$ cat src/rtl/pio_rsp_pkg.sv
// Shared widths, channel indices and beat type for the PIO completion return path.
package pio_rsp_pkg;

   // head = {is_wr[39], bar_id[38:36], addr[35:24], cc_head[23:0]}
   localparam int PIO_DATA_W = 32;
   localparam int PIO_HEAD_W = 40;

   localparam int PIO_CHNL_HCR  = 0;
   localparam int PIO_CHNL_ETH  = 1;
   localparam int PIO_CHNL_MSIX = 2;
   localparam int PIO_CHNL_CFG  = 3;
   localparam int PIO_CHNL_MEM  = 4;
   localparam int PIO_CHNL_UAR  = 5;

   localparam int PIO_RSP_SIGNAL_W = 40;

   typedef enum logic {
      IDLE = 1'b0,
      LOCK = 1'b1
   } rsp_state_t;

   typedef struct packed {
      logic [PIO_DATA_W-1:0] data;
      logic [PIO_HEAD_W-1:0] head;
      logic                  last;
   } rsp_beat_t;

   function automatic int wrap_inc(input int idx, input int n);
      return (idx + 1 >= n) ? 0 : idx + 1;
   endfunction

endpackage

$ cat src/rtl/pio_rsp_if.sv
// Per-channel completion inputs and the merged completion output of pio_rsp.
interface pio_rsp_if #(
   parameter int CHANNEL_NUM = 6
) ();
   import pio_rsp_pkg::*;

   logic [CHANNEL_NUM*PIO_DATA_W-1:0] s_axis_rsp_data;
   logic [CHANNEL_NUM*PIO_HEAD_W-1:0] s_axis_rsp_head;
   logic [CHANNEL_NUM-1:0]            s_axis_rsp_last;
   logic [CHANNEL_NUM-1:0]            s_axis_rsp_valid;
   logic [CHANNEL_NUM-1:0]            s_axis_rsp_ready;

   logic [PIO_DATA_W-1:0]             m_axis_rsp_tdata;
   logic [PIO_HEAD_W-1:0]             m_axis_rsp_thead;
   logic                              m_axis_rsp_tlast;
   logic                              m_axis_rsp_tvalid;
   logic                              m_axis_rsp_tready;

   modport slave (
      input  s_axis_rsp_data, s_axis_rsp_head, s_axis_rsp_last, s_axis_rsp_valid,
      output s_axis_rsp_ready,
      output m_axis_rsp_tdata, m_axis_rsp_thead, m_axis_rsp_tlast, m_axis_rsp_tvalid,
      input  m_axis_rsp_tready
   );

   modport master (
      output s_axis_rsp_data, s_axis_rsp_head, s_axis_rsp_last, s_axis_rsp_valid,
      input  s_axis_rsp_ready,
      input  m_axis_rsp_tdata, m_axis_rsp_thead, m_axis_rsp_tlast, m_axis_rsp_tvalid,
      output m_axis_rsp_tready
   );

endinterface

$ cat src/rtl/pio_rsp_skid.sv
// Two-entry register FIFO; ent0 is always the head entry and drives the output directly.
module pio_rsp_skid
   import pio_rsp_pkg::*;
(
   input  logic      clk,
   input  logic      rst,
   input  rsp_beat_t in_beat,
   input  logic      in_valid,
   output logic      in_ready,
   output rsp_beat_t out_beat,
   output logic      out_valid,
   input  logic      out_ready
);

   logic [1:0] count_q, count_d;
   rsp_beat_t  ent0_q, ent0_d, ent1_q, ent1_d;
   logic       push, pop;

   // in_ready only looks at the registered count, never at out_ready
   assign in_ready  = (count_q < 2'd2);
   assign out_valid = (count_q != 2'd0);
   assign out_beat  = ent0_q;
   assign push      = in_valid & in_ready;
   assign pop       = out_valid & out_ready;

   always_comb begin
      count_d = count_q;
      ent0_d  = ent0_q;
      ent1_d  = ent1_q;
      case ({push, pop})
         2'b10: begin
            if (count_q == 2'd0) ent0_d = in_beat;
            else                 ent1_d = in_beat;
            count_d = count_q + 2'd1;
         end
         2'b01: begin
            ent0_d  = ent1_q;
            count_d = count_q - 2'd1;
         end
         2'b11: begin
            if (count_q == 2'd1) begin
               ent0_d = in_beat;
            end else begin
               ent0_d = ent1_q;
               ent1_d = in_beat;
            end
         end
         default: ;
      endcase
   end

   always_ff @(posedge clk) begin
      if (rst) count_q <= 2'd0;
      else     count_q <= count_d;
      ent0_q <= ent0_d;
      ent1_q <= ent1_d;
   end

endmodule

$ cat src/rtl/pio_rsp.sv
// Merges per-channel PIO completion streams into one, round-robin with packet lock.
// state | meaning
// IDLE  | between packets, round-robin pick from rr_ptr upward
// LOCK  | mid-packet, only lock_id may transfer
module pio_rsp
   import pio_rsp_pkg::*;
#(
   parameter int CHANNEL_NUM = 6
) (
   input  logic        clk,
   input  logic        rst,
   pio_rsp_if.slave    rsp_if,
   output logic [31:0] rsp_pkt_cnt
);

   localparam int PTR_W = $clog2(CHANNEL_NUM);

   rsp_state_t       state_q, state_d;
   logic [PTR_W-1:0] rr_ptr_q, rr_ptr_d, lock_id_q, lock_id_d;
   logic [31:0]      pkt_cnt_q, pkt_cnt_d;
   logic [PTR_W-1:0] pick, sel;
   logic             pick_found, sel_ok, in_valid, in_ready, accept, out_valid;
   rsp_beat_t        in_beat, out_beat;

   always_comb begin : arb
      int               pos;
      logic [PTR_W-1:0] idx;
      pick_found = 1'b0;
      pick       = '0;
      pos        = 0;
      idx        = '0;
      for (int i = 0; i < CHANNEL_NUM; i++) begin
         pos = int'(rr_ptr_q) + i;
         if (pos >= CHANNEL_NUM) pos = pos - CHANNEL_NUM;
         idx = PTR_W'(pos);
         if (!pick_found && rsp_if.s_axis_rsp_valid[idx]) begin
            pick_found = 1'b1;
            pick       = idx;
         end
      end
   end

   always_comb begin
      sel           = (state_q == LOCK) ? lock_id_q : pick;
      sel_ok        = (state_q == LOCK) || pick_found;
      in_beat.data  = rsp_if.s_axis_rsp_data[int'(sel)*PIO_DATA_W +: PIO_DATA_W];
      in_beat.head  = rsp_if.s_axis_rsp_head[int'(sel)*PIO_HEAD_W +: PIO_HEAD_W];
      in_beat.last  = rsp_if.s_axis_rsp_last[sel];
      in_valid      = sel_ok && !rst && rsp_if.s_axis_rsp_valid[sel];
      accept        = in_valid && in_ready;
      rsp_if.s_axis_rsp_ready = '0;
      if (sel_ok && !rst) rsp_if.s_axis_rsp_ready[sel] = in_ready;
   end

   always_comb begin
      state_d   = state_q;
      rr_ptr_d  = rr_ptr_q;
      lock_id_d = lock_id_q;
      pkt_cnt_d = pkt_cnt_q;
      if (accept) begin
         if (state_q == IDLE) begin
            if (!in_beat.last) begin
               state_d   = LOCK;
               lock_id_d = pick;
            end else begin
               rr_ptr_d = PTR_W'(wrap_inc(int'(pick), CHANNEL_NUM));
            end
         end else if (in_beat.last) begin
            state_d  = IDLE;
            rr_ptr_d = PTR_W'(wrap_inc(int'(lock_id_q), CHANNEL_NUM));
         end
      end
      if (out_valid && rsp_if.m_axis_rsp_tready && out_beat.last)
         pkt_cnt_d = pkt_cnt_q + 32'd1;
   end

   always_ff @(posedge clk) begin
      if (rst) begin
         state_q   <= IDLE;
         rr_ptr_q  <= '0;
         lock_id_q <= '0;
         pkt_cnt_q <= '0;
      end else begin
         state_q   <= state_d;
         rr_ptr_q  <= rr_ptr_d;
         lock_id_q <= lock_id_d;
         pkt_cnt_q <= pkt_cnt_d;
      end
   end

   pio_rsp_skid u_skid (
      .clk       (clk),
      .rst       (rst),
      .in_beat   (in_beat),
      .in_valid  (in_valid),
      .in_ready  (in_ready),
      .out_beat  (out_beat),
      .out_valid (out_valid),
      .out_ready (rsp_if.m_axis_rsp_tready)
   );

   assign rsp_if.m_axis_rsp_tdata  = out_beat.data;
   assign rsp_if.m_axis_rsp_thead  = out_beat.head;
   assign rsp_if.m_axis_rsp_tlast  = out_beat.last;
   assign rsp_if.m_axis_rsp_tvalid = out_valid;
   assign rsp_pkt_cnt              = pkt_cnt_q;

endmodule

$ cat src/flat_wrapper.sv
// flat-port wrapper written by rule: the top's interface ports become plain ports
module pio_rsp_flat import pio_rsp_pkg::*;
#(
   parameter int CHANNEL_NUM = 6
)
  (clk, rst, rsp_pkt_cnt, rsp_if_s_axis_rsp_data, rsp_if_s_axis_rsp_head, rsp_if_s_axis_rsp_last, rsp_if_s_axis_rsp_valid, rsp_if_s_axis_rsp_ready, rsp_if_m_axis_rsp_tdata, rsp_if_m_axis_rsp_thead, rsp_if_m_axis_rsp_tlast, rsp_if_m_axis_rsp_tvalid, rsp_if_m_axis_rsp_tready);
  pio_rsp_if #(.CHANNEL_NUM(CHANNEL_NUM)) rsp_if_i ();
  input  logic clk;
  input  logic rst;
  output logic [31:0] rsp_pkt_cnt;
  input wire logic [$bits(rsp_if_i.s_axis_rsp_data)-1:0] rsp_if_s_axis_rsp_data;
  input wire logic [$bits(rsp_if_i.s_axis_rsp_head)-1:0] rsp_if_s_axis_rsp_head;
  input wire logic [$bits(rsp_if_i.s_axis_rsp_last)-1:0] rsp_if_s_axis_rsp_last;
  input wire logic [$bits(rsp_if_i.s_axis_rsp_valid)-1:0] rsp_if_s_axis_rsp_valid;
  output wire logic [$bits(rsp_if_i.s_axis_rsp_ready)-1:0] rsp_if_s_axis_rsp_ready;
  output wire logic [$bits(rsp_if_i.m_axis_rsp_tdata)-1:0] rsp_if_m_axis_rsp_tdata;
  output wire logic [$bits(rsp_if_i.m_axis_rsp_thead)-1:0] rsp_if_m_axis_rsp_thead;
  output wire logic [$bits(rsp_if_i.m_axis_rsp_tlast)-1:0] rsp_if_m_axis_rsp_tlast;
  output wire logic [$bits(rsp_if_i.m_axis_rsp_tvalid)-1:0] rsp_if_m_axis_rsp_tvalid;
  input wire logic [$bits(rsp_if_i.m_axis_rsp_tready)-1:0] rsp_if_m_axis_rsp_tready;
  assign rsp_if_i.s_axis_rsp_data = rsp_if_s_axis_rsp_data;
  assign rsp_if_i.s_axis_rsp_head = rsp_if_s_axis_rsp_head;
  assign rsp_if_i.s_axis_rsp_last = rsp_if_s_axis_rsp_last;
  assign rsp_if_i.s_axis_rsp_valid = rsp_if_s_axis_rsp_valid;
  assign rsp_if_s_axis_rsp_ready = rsp_if_i.s_axis_rsp_ready;
  assign rsp_if_m_axis_rsp_tdata = rsp_if_i.m_axis_rsp_tdata;
  assign rsp_if_m_axis_rsp_thead = rsp_if_i.m_axis_rsp_thead;
  assign rsp_if_m_axis_rsp_tlast = rsp_if_i.m_axis_rsp_tlast;
  assign rsp_if_m_axis_rsp_tvalid = rsp_if_i.m_axis_rsp_tvalid;
  assign rsp_if_i.m_axis_rsp_tready = rsp_if_m_axis_rsp_tready;
  pio_rsp #(.CHANNEL_NUM(CHANNEL_NUM)) u_core (.clk(clk), .rst(rst), .rsp_if(rsp_if_i), .rsp_pkt_cnt(rsp_pkt_cnt));
endmodule
$ cat config.mk
export PLATFORM = sky130hd
export DESIGN_NAME = pio_rsp_flat
export DESIGN_NICKNAME = d
export VERILOG_FILES = /design/src/rtl/pio_rsp_pkg.sv /design/src/rtl/pio_rsp_if.sv /design/src/rtl/pio_rsp_skid.sv /design/src/rtl/pio_rsp.sv /design/src/flat_wrapper.sv
export SDC_FILE = /design/constraint.sdc
export NUM_CORES = 1
export LEC_CHECK = 0
export CAP_MARGIN = 0
export CORE_AREA = 2 2 218 220
export DETAILED_ROUTE_END_ITERATION = 8
export DIE_AREA = 0 0 220 222
export PLACE_DENSITY = 0.66
export SLEW_MARGIN = 40
export SYNTH_ARGS = -nofsm -noshare
export SYNTH_HDL_FRONTEND = slang
export SYNTH_SLANG_ARGS = --single-unit
$ cat constraint.sdc
create_clock -name clk -period 29.9 [get_ports clk]
set_input_delay 5.98 -clock clk [delete_from_list [all_inputs] [get_ports clk]]
set_output_delay 5.98 -clock clk [all_outputs]
set_load 0.03 [all_outputs]
; Word level (Yosys, flattened, before mapping)
; Index checks and enable logic that the tools add are counted.
[totals]
inputBits = 447
output_inout_bits = 112
wordCells = 137
ff_bits = 187
[op_classes]
mul = 1
shift = 2
n_reduce_logical = 27
eq_ne = 7
bitwise_logic = 5
magnitude_cmp = 17
muxes = 51
n_addsub = 16
[ops]
columns = cell, count
row1 = 73-bit two-way mux, 4
row2 = 240-bit by 32-bit indexed part select with 40-bit output, 1
row3 = 73-bit one-hot mux with 3 select lines, 1
row4 = 192-bit by 9-bit indexed part select with 32-bit output, 1
row5 = 73-bit one-hot mux with 2 select lines, 1
row6 = 3-bit two-way mux, 18
row7 = 32-bit by 1-bit adder with 32-bit output (second input constant), 1
row8 = 4-bit by 3-bit greater-or-equal comparator with 1-bit output (second input constant), 7
row9 = 3-bit by 4-bit less-than comparator with 1-bit output (second input constant), 7
row10 = 1-bit binary-select mux with 3-bit select, 8
row11 = 1-bit two-way mux, 16
row12 = 3-bit by 2-bit subtractor with 3-bit output (second input constant), 5
row13 = 3-bit by 1-bit adder with 4-bit output (second input constant), 3
row14 = 1-bit logical AND, 11
row15 = 3-bit by 2-bit adder with 4-bit output (second input constant), 2
row16 = 3-bit by 3-bit adder with 4-bit output (second input constant), 2
row17 = 6-bit AND, 1
row18 = 1-bit zero test, 6
row19 = 3-bit by 3-bit multiplier with 6-bit output (second input constant), 1
row20 = 6-bit two-way mux, 1
row21 = 2-bit inequality test (second input constant), 3
row22 = 3-bit AND reduction, 2
row23 = 2-bit nonzero test, 3
row24 = 2-bit by 1-bit equality test with 1-bit output (second input constant), 2
row25 = other kinds (15), 19

; Logic depth before layout (Yosys ltp)
; Gate-level depths: netlist (run 1).
[depth]
depth_word = 28
depth_mapped = 25
depth_no_buf = 19

; By module
; A second synthesis (run 1) with hierarchy kept.
[unflattened]
hier_cells = 968
hier_area_um2 = 11330.9
[by_module_without_submodules]
columns = module, area_each_um2, instances, seq_area_each_um2, cells_per_inst
row1 = pio_rsp, 5850.6, 1, 780.7, 702
row2 = pio_rsp_skid, 5480.3, 1, 4424.2, 266

; Worst setup path after synthesis (run 1)
; No wires, ideal clock.
[synth_timing]
path_type = input -> output
start = input port rsp_if_s_axis_rsp_valid[3]
end = output port rsp_if_s_axis_rsp_ready[0]
required_ps = 23920
path_buffers = 3
cell_stages = 11
setup_slack_ps = 15106
arrival_time_ps = 8814
path_cell_list = mux4_2 > a22oi_1 > o21ai_0 > o22ai_1 > a22oi_2 > o21ai_4 > o21ai_2 > buf_6 > buf_2 > buf_2 > nor4_1
[synth_via]
elab_chain_len = 25
word_cells_on_any_way = 44
cone_classes = 2 x order compare / 28 x mux / 1 x bitwise / 13 x reduce/logical
[synth_rtl]
columns = element, line
row1 = start: declaration, flat_wrapper.sv:14  ; input wire logic [$bits(rsp_if_i.s_axis_rsp_valid)-1:0] rsp_if_s_axis_rsp_valid;
row2 = 1-bit binary-select mux with 3-bit select, pio_rsp.sv:36  ; if (!pick_found && rsp_if.s_axis_rsp_valid[idx]) begin
row3 = 1-bit two-way mux (implied by the code), pio_rsp.sv:36
row4 = 1-bit two-way mux, pio_rsp.sv:36
row5 = 1-bit zero test, pio_rsp.sv:36
row6 = 1-bit logical AND, pio_rsp.sv:36
row7 = 1-bit two-way mux, pio_rsp.sv:36
row8 = 1-bit zero test, pio_rsp.sv:36
row9 = 1-bit logical AND, pio_rsp.sv:36
row10 = [9 not listed], -
row11 = 3-bit two-way mux, pio_rsp.sv:36
row12 = 3-bit two-way mux, pio_rsp.sv:44  ; sel = (state_q == LOCK) ? lock_id_q : pick;
row13 = 3-bit by 4-bit less-than comparator with 1-bit output (implied by the code) / 3-bit by 1-bit greater-or-equal comparator with 1-bit output (equally long branches), pio_rsp.sv:52  ; if (sel_ok && !rst) rsp_if.s_axis_rsp_ready[sel] = in_ready;
row14 = 1-bit logical AND (implied by the code), pio_rsp.sv:52
row15 = 1-bit two-way mux (implied by the code), pio_rsp.sv:52
row16 = 1-bit demux with 3-bit select, -
row17 = 6-bit AND (no source line), -
row18 = 6-bit two-way mux *, pio_rsp.sv:52
row19 = end: declaration, flat_wrapper.sv:15  ; output wire logic [$bits(rsp_if_i.s_axis_rsp_ready)-1:0] rsp_if_s_axis_rsp_ready;
; Mark *: on every way between the ends. The rest lies on a longest branch, timed or not. The select of a mux whose other input is x is not followed.

; Worst setup path after layout (run 1)
[layout_timing]
start = input port rsp_if_s_axis_rsp_valid[2]
end = output port rsp_if_s_axis_rsp_ready[3]
; Same word-level chain as after synthesis.

==> impl_metrics.env, run 1 <==
export IMPL_core_area_um2=46300
export IMPL_hold_buffers=0
export IMPL_die_area_um2=48800
export IMPL_clock_sinks=187
export IMPL_drc=0
export IMPL_netSwitchingFraction_pct=47.4
export IMPL_worstPathRequired_ns=23.92
export IMPL_worstMarginPinSlew_ns=0.884
export IMPL_power_density_nw_per_um2=107
export IMPL_grt_use_total_pct=19.7
export IMPL_tns_ns=0
export IMPL_synthFlopType="edfxtp_1"
export IMPL_fin_total_pwr_mw=2.04
export IMPL_fmax_mhz=58.9
export IMPL_drtAntennaViolNets=0
export IMPL_max_clock_path_buffers=2
export IMPL_grt_max_degree=88
export IMPL_syn_area_per_cell_um2=8.51
export IMPL_grt_first_pass_wirelength_um=74000
export IMPL_critPathLaunchType="input pin"
export IMPL_port_buffers=558
export IMPL_slew_headroom_pct=41.0
export IMPL_synthTopCellsByCount="nand2_1, edfxtp_1, nand3_1"
export IMPL_cap_violations=0
export IMPL_via_per_inst=5.05
export IMPL_fin_util_pct=41.1
export IMPL_placed_cells=2513
export IMPL_ys_types=70
export IMPL_area_growth_pct=54.9
export IMPL_synth_top_area_share_pct=35.8
export IMPL_run_status="completed"
export IMPL_synth_edff_count=146
export IMPL_setup_viol=0
export IMPL_cts_made_buffers=17
export IMPL_endpoint_kind="output pin"
export IMPL_finalCritPeriodShare_pct=56.8
export IMPL_worst_path_buf_inv=4
export IMPL_finalClockSkew_ns=0.0148
export IMPL_syn_inst=1441
export IMPL_yosysMostFrequentCell="nand2_1"
export IMPL_maxSlewViolCount=0
export IMPL_leakage_nw=6.95
export IMPL_p_sw_mw=0.966
export IMPL_yosys_area_top_type="edfxtp_1"
export IMPL_async_reset_ff_share_pct=0
export IMPL_cts_root_buf="clkbuf_16"
export IMPL_yosys_top_cells_area="edfxtp_1, nand2_1, dfxtp_1"
export IMPL_fin_crit_ns=16.99
export IMPL_crit_path_cell_trace="clkdlybuf4s50_1 -> mux2i_1 -> o211ai_1 -> and3_1 -> a21oi_1 -> and3b_1 -> a21oi_1 -> a22oi_2 -> buf_4 -> nand2b_4 -> buf_4 -> nor3_1 -> clkdlybuf4s50_1"
export IMPL_grt_ovfl_total=0
export IMPL_post_cts_buffers=0
export IMPL_fin_nets=2392
export IMPL_hold_class="register to register"
export IMPL_rsz0062_at_grt="false"
export IMPL_post_drt_wl_per_cell_um=19.7
export IMPL_path_class="input pin to output pin"
export IMPL_start_util_pct=26.5
export IMPL_fp_dieH_um=222
export IMPL_peakVddDrop_v=0.0000790
export IMPL_crit_fanout=54
export IMPL_antenna_found_initial=1
export IMPL_io_pins=559
export IMPL_worstSkewPairLatency_ns=0.44
export IMPL_grt_pass1_vias=12700
export IMPL_dr_first_iter_drc_count=805
export IMPL_synth_nets=1907
export IMPL_crit_path_max_incr_delay_ns=0.70
export IMPL_rows=79
export IMPL_post_cts_resized=0
export IMPL_pwr_share_comb_pct=62.1
export IMPL_drt_pass1_iter_count=5
export IMPL_clk_pin_slew_ns=0.08
export IMPL_cts_tree="yes"
export IMPL_pwr_share_clk_pct=11.5
export IMPL_routed_wl_um=50100
export IMPL_dp_hpwl_um=37600
export IMPL_fin_cells=2547
export IMPL_die_w_um=220
export IMPL_synth_seq_cells=187
export IMPL_p_int_mw=1.07
export IMPL_gp_congestion=0.859
export IMPL_htree_levels=4
export IMPL_p_seq_share_pct=26.4
export IMPL_crit_arrival_ns=11.01
export IMPL_vias=12900
export IMPL_syn_cell_area_um2=12300
export IMPL_yosys_warnings=0
export IMPL_ys_seq_area_share_pct=42.4
export IMPL_cp_slowest_cell="clkdlybuf4s50_1"
export IMPL_critPathTopFamily="buffers and inverters"
export IMPL_drive_gt1_share_pct=4.59
export IMPL_final_hold_viol_count=0
==> cell usage in the layout, fill, tap and decap left out, types with 19 or more instances in the layout <==
cell	n
nand3_1	91
nor2_1	51
o22ai_1	73
clkdlybuf4s50_1	558
xor2_1	26
o21ai_0	86
edfxtp_1	146
clkbuf_16	21
nand2_1	458
ha_1	19
dfxtp_1	40
o221ai_1	71
mux2i_1	81
a21oi_1	19
==> worst register-to-register path: cells and delay by family (launching register included) <==
family                     cells  cell delay, ns
and+or+nand+nor                5            1.55
AOI/OAI and AO/OA              6            1.71
adders and majority gates      2            0.86
muxes                          2            0.73
buffers and inverters          4            1.04
DFF                            1            0.64
==> power by group through the flow <==
stage	clock network (mW)	registers, mW	logic (mW)
floorplan	0	0.660	0.714
global placement	0	0.541	1.24
detailed placement	0	0.545	1.27
CTS	0.242	0.539	1.27
global route	0.250	0.550	1.38
finish	0.234	0.538	1.26
==> path summary, 6_finish.rpt <==
check,startpoint,end,slack [ns],cells after the start
max,rsp_if_s_axis_rsp_valid[2],rsp_if_s_axis_rsp_ready[3],12.91,13
min,u_core.rsp_pkt_cnt[29],u_core.rsp_pkt_cnt[29],0.52,2
max reg2reg,u_core.rr_ptr_q[0],u_core.u_skid.out_beat[2],23.12,19
min reg2reg,u_core.rsp_pkt_cnt[29],u_core.rsp_pkt_cnt[29],0.52,2
==> stage by stage <==
stage | setup slack, ns | hold slack [ns] | instance area [um2]
detailed placement | 12.84 | 0.503 | 18400
CTS | 12.84 | 0.518 | 19000
global placement | 13.01 | 0.493 | 18300
floorplan | 15.11 | 0.481 | 12300
finish | 12.91 | 0.519 | 19000
global route | 12.58 | 0.551 | 19000
==> routing by layer <==
layer  global-route usage [%]  routed length (um)
met1                     23.0               19800
met2                     35.3               25400
met3                     5.46                4170
met4                     4.68                 754
met5                        0                   0
==> logic make-up (layout without fill, tap and decap cells) <==
kind of cell,after synthesis,count (layout),synth area share (%)
adders and majority gates,19,19,1.94
muxes,92,92,8.08
AOI/OAI and AO/OA,306,306,17.2
DFF,187,187,42.4
and+or+nand+nor,666,666,22.7
xor gates and xnor gates,36,36,2.69
other,0,1,0
buffers and inverters,135,633,4.86
==> area by class of cell <==
| class | instances | area (um2) |
|---|---|---|
| Clock inverter | 11 | 96.3 |
| Tap cell | 607 | 759 |
| Multi-Input combinational cell | 1119 | 6540 |
| Inverter | 21 | 83.8 |
| Clock buffer | 21 | 504 |
| Sequential cell | 187 | 5210 |
| Timing Repair Buffer | 580 | 5800 |
| Fill cell | 4541 | 27300 |
| Antenna cell | 1 | 2.50 |
==> registers in the layout, indices dropped and copies added, names as in the netlist <==
register	count
u_core.u_skid.ent1_q	73
u_core.u_skid.out_beat	73
u_core.rsp_pkt_cnt	32
u_core.lock_id_q	3
u_core.rr_ptr_q	3
u_core.u_skid.count_q	2
u_core.state_q	1
Note: power is estimated with default switching activity, not from simulation.
==> run 2, diff against run 1 <==
--- a/config.mk
+++ b/config.mk
@@ -9,7 +9,7 @@
 export CORE_AREA = 2 2 218 220
 export DETAILED_ROUTE_END_ITERATION = 8
 export DIE_AREA = 0 0 220 222
-export PLACE_DENSITY = 0.66
+export PLACE_DENSITY = 0.68
 export SLEW_MARGIN = 40
 export SYNTH_ARGS = -nofsm -noshare
 export SYNTH_HDL_FRONTEND = slang
==> constraint.sdc (replaced) <==
create_clock -name clk -period 14.5 [get_ports clk]
set_input_delay 2.9 -clock clk [delete_from_list [all_inputs] [get_ports clk]]
set_output_delay 2.9 -clock clk [all_outputs]
set_load 0.03 [all_outputs]
==> impl_metrics.env, run 2 (same netlist as run 1, synthesis figures left out) <==
export IMPL_fin_nets=2390
export IMPL_leakage_nw=6.94
export IMPL_die_w_um=220
export IMPL_worstSkewPairLatency_ns=0.45
export IMPL_routed_wl_um=52100
export IMPL_fmax_mhz=97.6
export IMPL_finalClockSkew_ns=0.0131
export IMPL_power_density_nw_per_um2=222
export IMPL_antenna_found_initial=2
export IMPL_cts_made_buffers=17
export IMPL_crit_arrival_ns=7.35
export IMPL_worst_path_buf_inv=3
export IMPL_core_area_um2=46300
export IMPL_gp_congestion=0.895
export IMPL_final_cell_mix="clkdlybuf4s50_1, nand2_1, edfxtp_1, nand3_1, o21ai_0"
export IMPL_crit_path_cell_trace="clkdlybuf4s50_1 -> mux2i_1 -> o211ai_1 -> and3_1 -> a21oi_1 -> and3b_1 -> a22oi_2 -> o31ai_4 -> buf_12 -> nand2b_1 -> nor3_1 -> clkdlybuf4s50_1"
export IMPL_fp_dieH_um=222
export IMPL_io_pins=559
export IMPL_cts_tree="yes"
export IMPL_path_class="input pin to output pin"
export IMPL_die_area_um2=48800
export IMPL_dr_first_iter_drc_count=848
export IMPL_grt_pass1_vias=12800
export IMPL_drt_pass1_iter_count=5
export IMPL_stdcell_area_um2=19000
export IMPL_final_common_cell="clkdlybuf4s50_1"
export IMPL_critPathLaunch="rsp_if_s_axis_rsp_valid[2]"
export IMPL_critPathLaunchType="input pin"
export IMPL_peakVddDrop_v=0.000136
export IMPL_via_per_inst=5.12
export IMPL_fin_crit_ns=10.25
export IMPL_finalWorstSetupSlack_ns=4.25
export IMPL_grt_first_pass_wirelength_um=76200
export IMPL_cap_violations=0
export IMPL_drc=0
export IMPL_port_buffers=558
export IMPL_htree_levels=4
export IMPL_finalCritPeriodShare_pct=70.7
export IMPL_rsz0062_at_grt="false"
export IMPL_max_clock_path_buffers=2
export IMPL_post_cts_resized=0
export IMPL_post_cts_buffers=0
export IMPL_final_hold_viol_count=0
export IMPL_post_drt_wl_per_cell_um=20.4
export IMPL_slew_headroom_pct=46.6
export IMPL_worstPathRequired_ns=11.60
export IMPL_place_ws_ns=4.43
export IMPL_r2r_start="u_core.rr_ptr_q[1]"
export IMPL_fin_util_pct=41.1
export IMPL_run_status="completed"
export IMPL_clock_sinks=187
export IMPL_endpoint_kind="output pin"
export IMPL_critPathTopFamily="buffers and inverters"
export IMPL_grt_ovfl_total=0
export IMPL_placed_area_um2=18400
export IMPL_drtAntennaViolNets=0
export IMPL_start_util_pct=26.5
export IMPL_timing_hold_worst_start="u_core.u_skid.ent1_q[22]"
export IMPL_vias=13000
export IMPL_tns_ns=0
export IMPL_path_common_cell="clkdlybuf4s50_1"
export IMPL_grt_max_degree=149
export IMPL_drive_gt1_share_pct=4.54
export IMPL_cp_slowest_cell="clkdlybuf4s50_1"
export IMPL_crit_fanout=148
export IMPL_placed_cells=2512
export IMPL_clk_pin_slew_ns=0.08
export IMPL_worstMarginPinSlew_ns=0.792
export IMPL_cts_root_buf="clkbuf_16"
export IMPL_area_growth_pct=55.1
export IMPL_grt_use_total_pct=20.4
export IMPL_hold_class="register to register"
export IMPL_crit_path_max_incr_delay_ns=0.72
export IMPL_fin_cells=2546
export IMPL_fillers=4649
export IMPL_rows=79
export IMPL_dp_hpwl_um=38500
export IMPL_setup_viol=0
export IMPL_maxSlewViolCount=0
export IMPL_hold_buffers=0
-- run 2: changes by cell type in the layout (fill, tap and decap cells not counted), moves of 2 or more --
cell | before | now
clkbuf_16 | 21 | 17
inv_6 | 1 | 4
inv_4 | 3 | 0
buf_4 | 17 | 12
clkinv_2 | 2 | 0
buf_12 | 2 | 4
inv_8 | 3 | 1
clkinv_4 | 2 | 5
clkinv_8 | 1 | 4
-- run 2: area by class of cell --
class | instances | area, um2 | area share [%]
multi-input cells | 1119 | 6540 | 34.4
repair buffers | 578 | 5820 | 30.6
flip-flops and latches | 187 | 5210 | 27.4
well taps | 607 | 759 | 3.99
clock buffers | 17 | 425 | 2.24
clock inverters | 15 | 181 | 0.954
inverters | 21 | 83.8 | 0.441
diodes | 2 | 5.00 | 0.0263
-- run 2: power breakdown --
part | internal (mW) | switching, mW
clock | 0.247 | 0.241
sequential | 1.03 | 0.0792
combinational | 0.928 | 1.70
total | 2.20 | 2.02
-- run 2: worst reg2reg max path, cell delays in order, from the launching register on --
cell	delay, ns
dfxtp_1	0.46
inv_1	0.14
ha_1	0.64
o21ai_0	0.23
mux2i_1	0.36
mux2i_1	0.38
o211ai_2	0.15
and3b_1	0.48
a22oi_2	0.12
o31ai_4	0.10
buf_12	0.39
nand2b_1	0.78
o31a_1	0.51
inv_2	0.19
ha_1	0.20
inv_1	0.06
nor2_1	0.15
nor2_1	0.10
nor2_4	0.33
buf_4	0.53
nand2_1	0.18
o221ai_1	0.10
-- run 2: path summary, 6_finish.rpt --
kind | endpoint | slack [ns] | depth (start not counted)
worst max-delay path | rsp_if_s_axis_rsp_ready[4] | 4.25 | 12
worst max register to register | u_core.u_skid.out_beat[50] | 7.74 | 21
worst min register to register | u_core.u_skid.out_beat[22] | 0.53 | 2
worst min-delay path | u_core.u_skid.out_beat[22] | 0.53 | 2
-- run 2: per-stage QoR --
stage                     hold slack, ns  total power [mW]
after floorplan                    0.481              2.83
after global placement             0.488              3.69
after detailed placement           0.510              3.76
after CTS                          0.524              4.26
after global routing               0.543              4.49
final                              0.528              4.23
-- run 2: per-layer routing --
metal,track usage [%],wire length [um],up-vias
li1,-,-,6196
met1,25.2,21600,6244
met2,35.3,25600,541
met3,4.58,4010,46
met4,5.30,922,0
met5,0,0,-
==> run 3, diff against run 2 <==
==> constraint.sdc (replaced) <==
create_clock -name clk -period 9.3 [get_ports clk]
set_input_delay 1.86 -clock clk [delete_from_list [all_inputs] [get_ports clk]]
set_output_delay 1.86 -clock clk [all_outputs]
set_load 0.03 [all_outputs]
==> impl_metrics.env, run 3 (same netlist as run 1, synthesis figures left out) <==
export IMPL_drtAntennaViolNets=0
export IMPL_violations="design-rule violations"
export IMPL_grt_first_pass_wirelength_um=74700
export IMPL_die_area_um2=48800
export IMPL_r2r_slack_ns=3.17
export IMPL_grt_max_degree=82
export IMPL_hold_buffers=0
export IMPL_endpoint_kind="output pin"
export IMPL_post_drt_wl_per_cell_um=20.2
export IMPL_finalClockSkew_ns=0.00994
export IMPL_grt_pass1_vias=12700
export IMPL_power_density_nw_per_um2=345
export IMPL_maxSlewViolCount=0
export IMPL_clk_pin_slew_ns=0.07
export IMPL_max_clock_path_buffers=2
export IMPL_whs_path_depth=2
export IMPL_drc=2
export IMPL_fmax_mhz=133
export IMPL_finalCritPeriodShare_pct=81.0
export IMPL_core_area_um2=46300
export IMPL_worstMarginPinSlew_ns=0.788
export IMPL_worstSkewPairLatency_ns=0.44
export IMPL_port_buffers=558
export IMPL_via_per_inst=5.07
export IMPL_crit_fanout=16
export IMPL_grt_use_total_pct=20.0
export IMPL_run_status="finished with violations"
export IMPL_io_pins=559
export IMPL_r2r_end="u_core.u_skid.out_beat[17]"
export IMPL_timing_hold_worst_start="u_core.rsp_pkt_cnt[30]"
export IMPL_gp_congestion=0.849
export IMPL_tns_ns=0
export IMPL_dr_first_iter_drc_count=778
export IMPL_clock_sinks=187
export IMPL_crit_arrival_ns=5.67
export IMPL_setup_viol=0
export IMPL_r2r_cells=18
export IMPL_cap_violations=0
export IMPL_slew_headroom_pct=47.5
export IMPL_stdcell_area_um2=18900
export IMPL_path_class="input pin to output pin"
export IMPL_final_cell_mix="clkdlybuf4s50_1, nand2_1, edfxtp_1, nand3_1, o21ai_0"
export IMPL_die_w_um=220
export IMPL_dp_hpwl_um=38000
export IMPL_placed_area_um2=18400
export IMPL_antenna_found_initial=7
export IMPL_final_common_cell="clkdlybuf4s50_1"
export IMPL_peakVddDrop_v=0.000210
export IMPL_vias=12900
export IMPL_drive_gt1_share_pct=4.54
export IMPL_hold_class="register to register"
export IMPL_r2r_start="u_core.rr_ptr_q[0]"
export IMPL_htree_levels=4
export IMPL_post_cts_resized=0
export IMPL_area_growth_pct=54.3
export IMPL_cts_tree="yes"
export IMPL_rsz0062_at_grt="false"
export IMPL_fillers=4626
export IMPL_fp_dieH_um=222
export IMPL_leakage_nw=6.90
export IMPL_fin_crit_ns=7.53
export IMPL_rows=79
export IMPL_final_hold_viol_count=0
export IMPL_start_util_pct=26.5
export IMPL_cts_made_buffers=17
export IMPL_post_cts_buffers=0
export IMPL_critPathLaunch="rsp_if_s_axis_rsp_valid[0]"
export IMPL_critPathLaunchType="input pin"
export IMPL_routed_wl_um=51500
export IMPL_min_to="u_core.rsp_pkt_cnt[30]"
export IMPL_grt_ovfl_total=0
export IMPL_fin_nets=2392
export IMPL_cts_root_buf="clkbuf_16"
export IMPL_drt_pass1_iter_count=7
export IMPL_worstPathRequired_ns=7.44
==> run 3: cell types whose count changed in the layout (fill, tap and decap cells not counted), moves of 2 or more <==
cell,previous run,this run
diode_2,2,7
buf_4,12,16
clkinv_8,4,0
buf_12,4,2
clkinv_1,0,2
clkinv_2,0,2
clkinv_4,5,3
clkinvlp_4,0,2
==> run 3: per-stage QoR <==
stage               cells  util (%)  power, mW  hold WS, ns  setup slack [ns]
floorplan            1441         -       4.40        0.481             0.766
global placement     2511      39.6       5.73        0.491              1.85
detailed placement   2514      39.7       5.85        0.498              1.82
CTS                  2546      40.8       6.55        0.512              1.81
global route         2552      40.9       6.94        0.541              1.54
finish               2553      40.9       6.52        0.516              1.77
==> run 3: cell type report <==
type | count | area (um2) | share of cell area (%)
clock inverter | 14 | 95.1 | 0.502
tap | 607 | 759 | 4.01
clock buffer | 18 | 429 | 2.27
sequential | 187 | 5210 | 27.5
timing repair buffer | 580 | 5790 | 30.6
inverter | 21 | 83.8 | 0.443
multi-input combinational | 1119 | 6540 | 34.5
antenna | 7 | 17.5 | 0.0926
==> run 3: how the worst max path moves through the flow <==
stage                                 endpoint  slack (ns)  cells past startpoint
finish              rsp_if_s_axis_rsp_ready[1]        1.77                     12
global route        rsp_if_s_axis_rsp_ready[1]        1.54                     12
CTS                 rsp_if_s_axis_rsp_ready[1]        1.81                     11
detailed placement  rsp_if_s_axis_rsp_ready[1]        1.82                     11
global placement    rsp_if_s_axis_rsp_ready[1]        1.85                     11
floorplan              u_core.u_skid.ent1_q[0]        0.77                     14
==> run 3: worst max-delay path, stage by stage <==
cell,delay (ns)
clkdlybuf4s50_1,0.50
mux2_2,0.38
nor3_1,0.25
o32ai_1,0.20
a21oi_1,0.27
and3b_1,0.45
o21ai_4,0.13
inv_2,0.13
a21boi_4,0.15
buf_8,0.21
nor4_1,0.37
clkdlybuf4s50_1,0.75
==> run 3: power by group <==
group          switching [mW]  leakage (nW)  total, mW  internal [mW]
Clock                   0.344         0.248      0.687          0.342
Combinational            2.66          4.92       4.10           1.44
Sequential              0.126          1.73       1.73           1.60
Total                    3.13          6.90       6.52           3.39
==> run 3: layer usage <==
layer	vias up	GRT usage, %	share of wire (%)
li1	6200	-	-
met1	6142	24.1	41
met2	551	34.1	49
met3	50	5.42	8.1
met4	0	6.80	2.5
met5	-	0	0
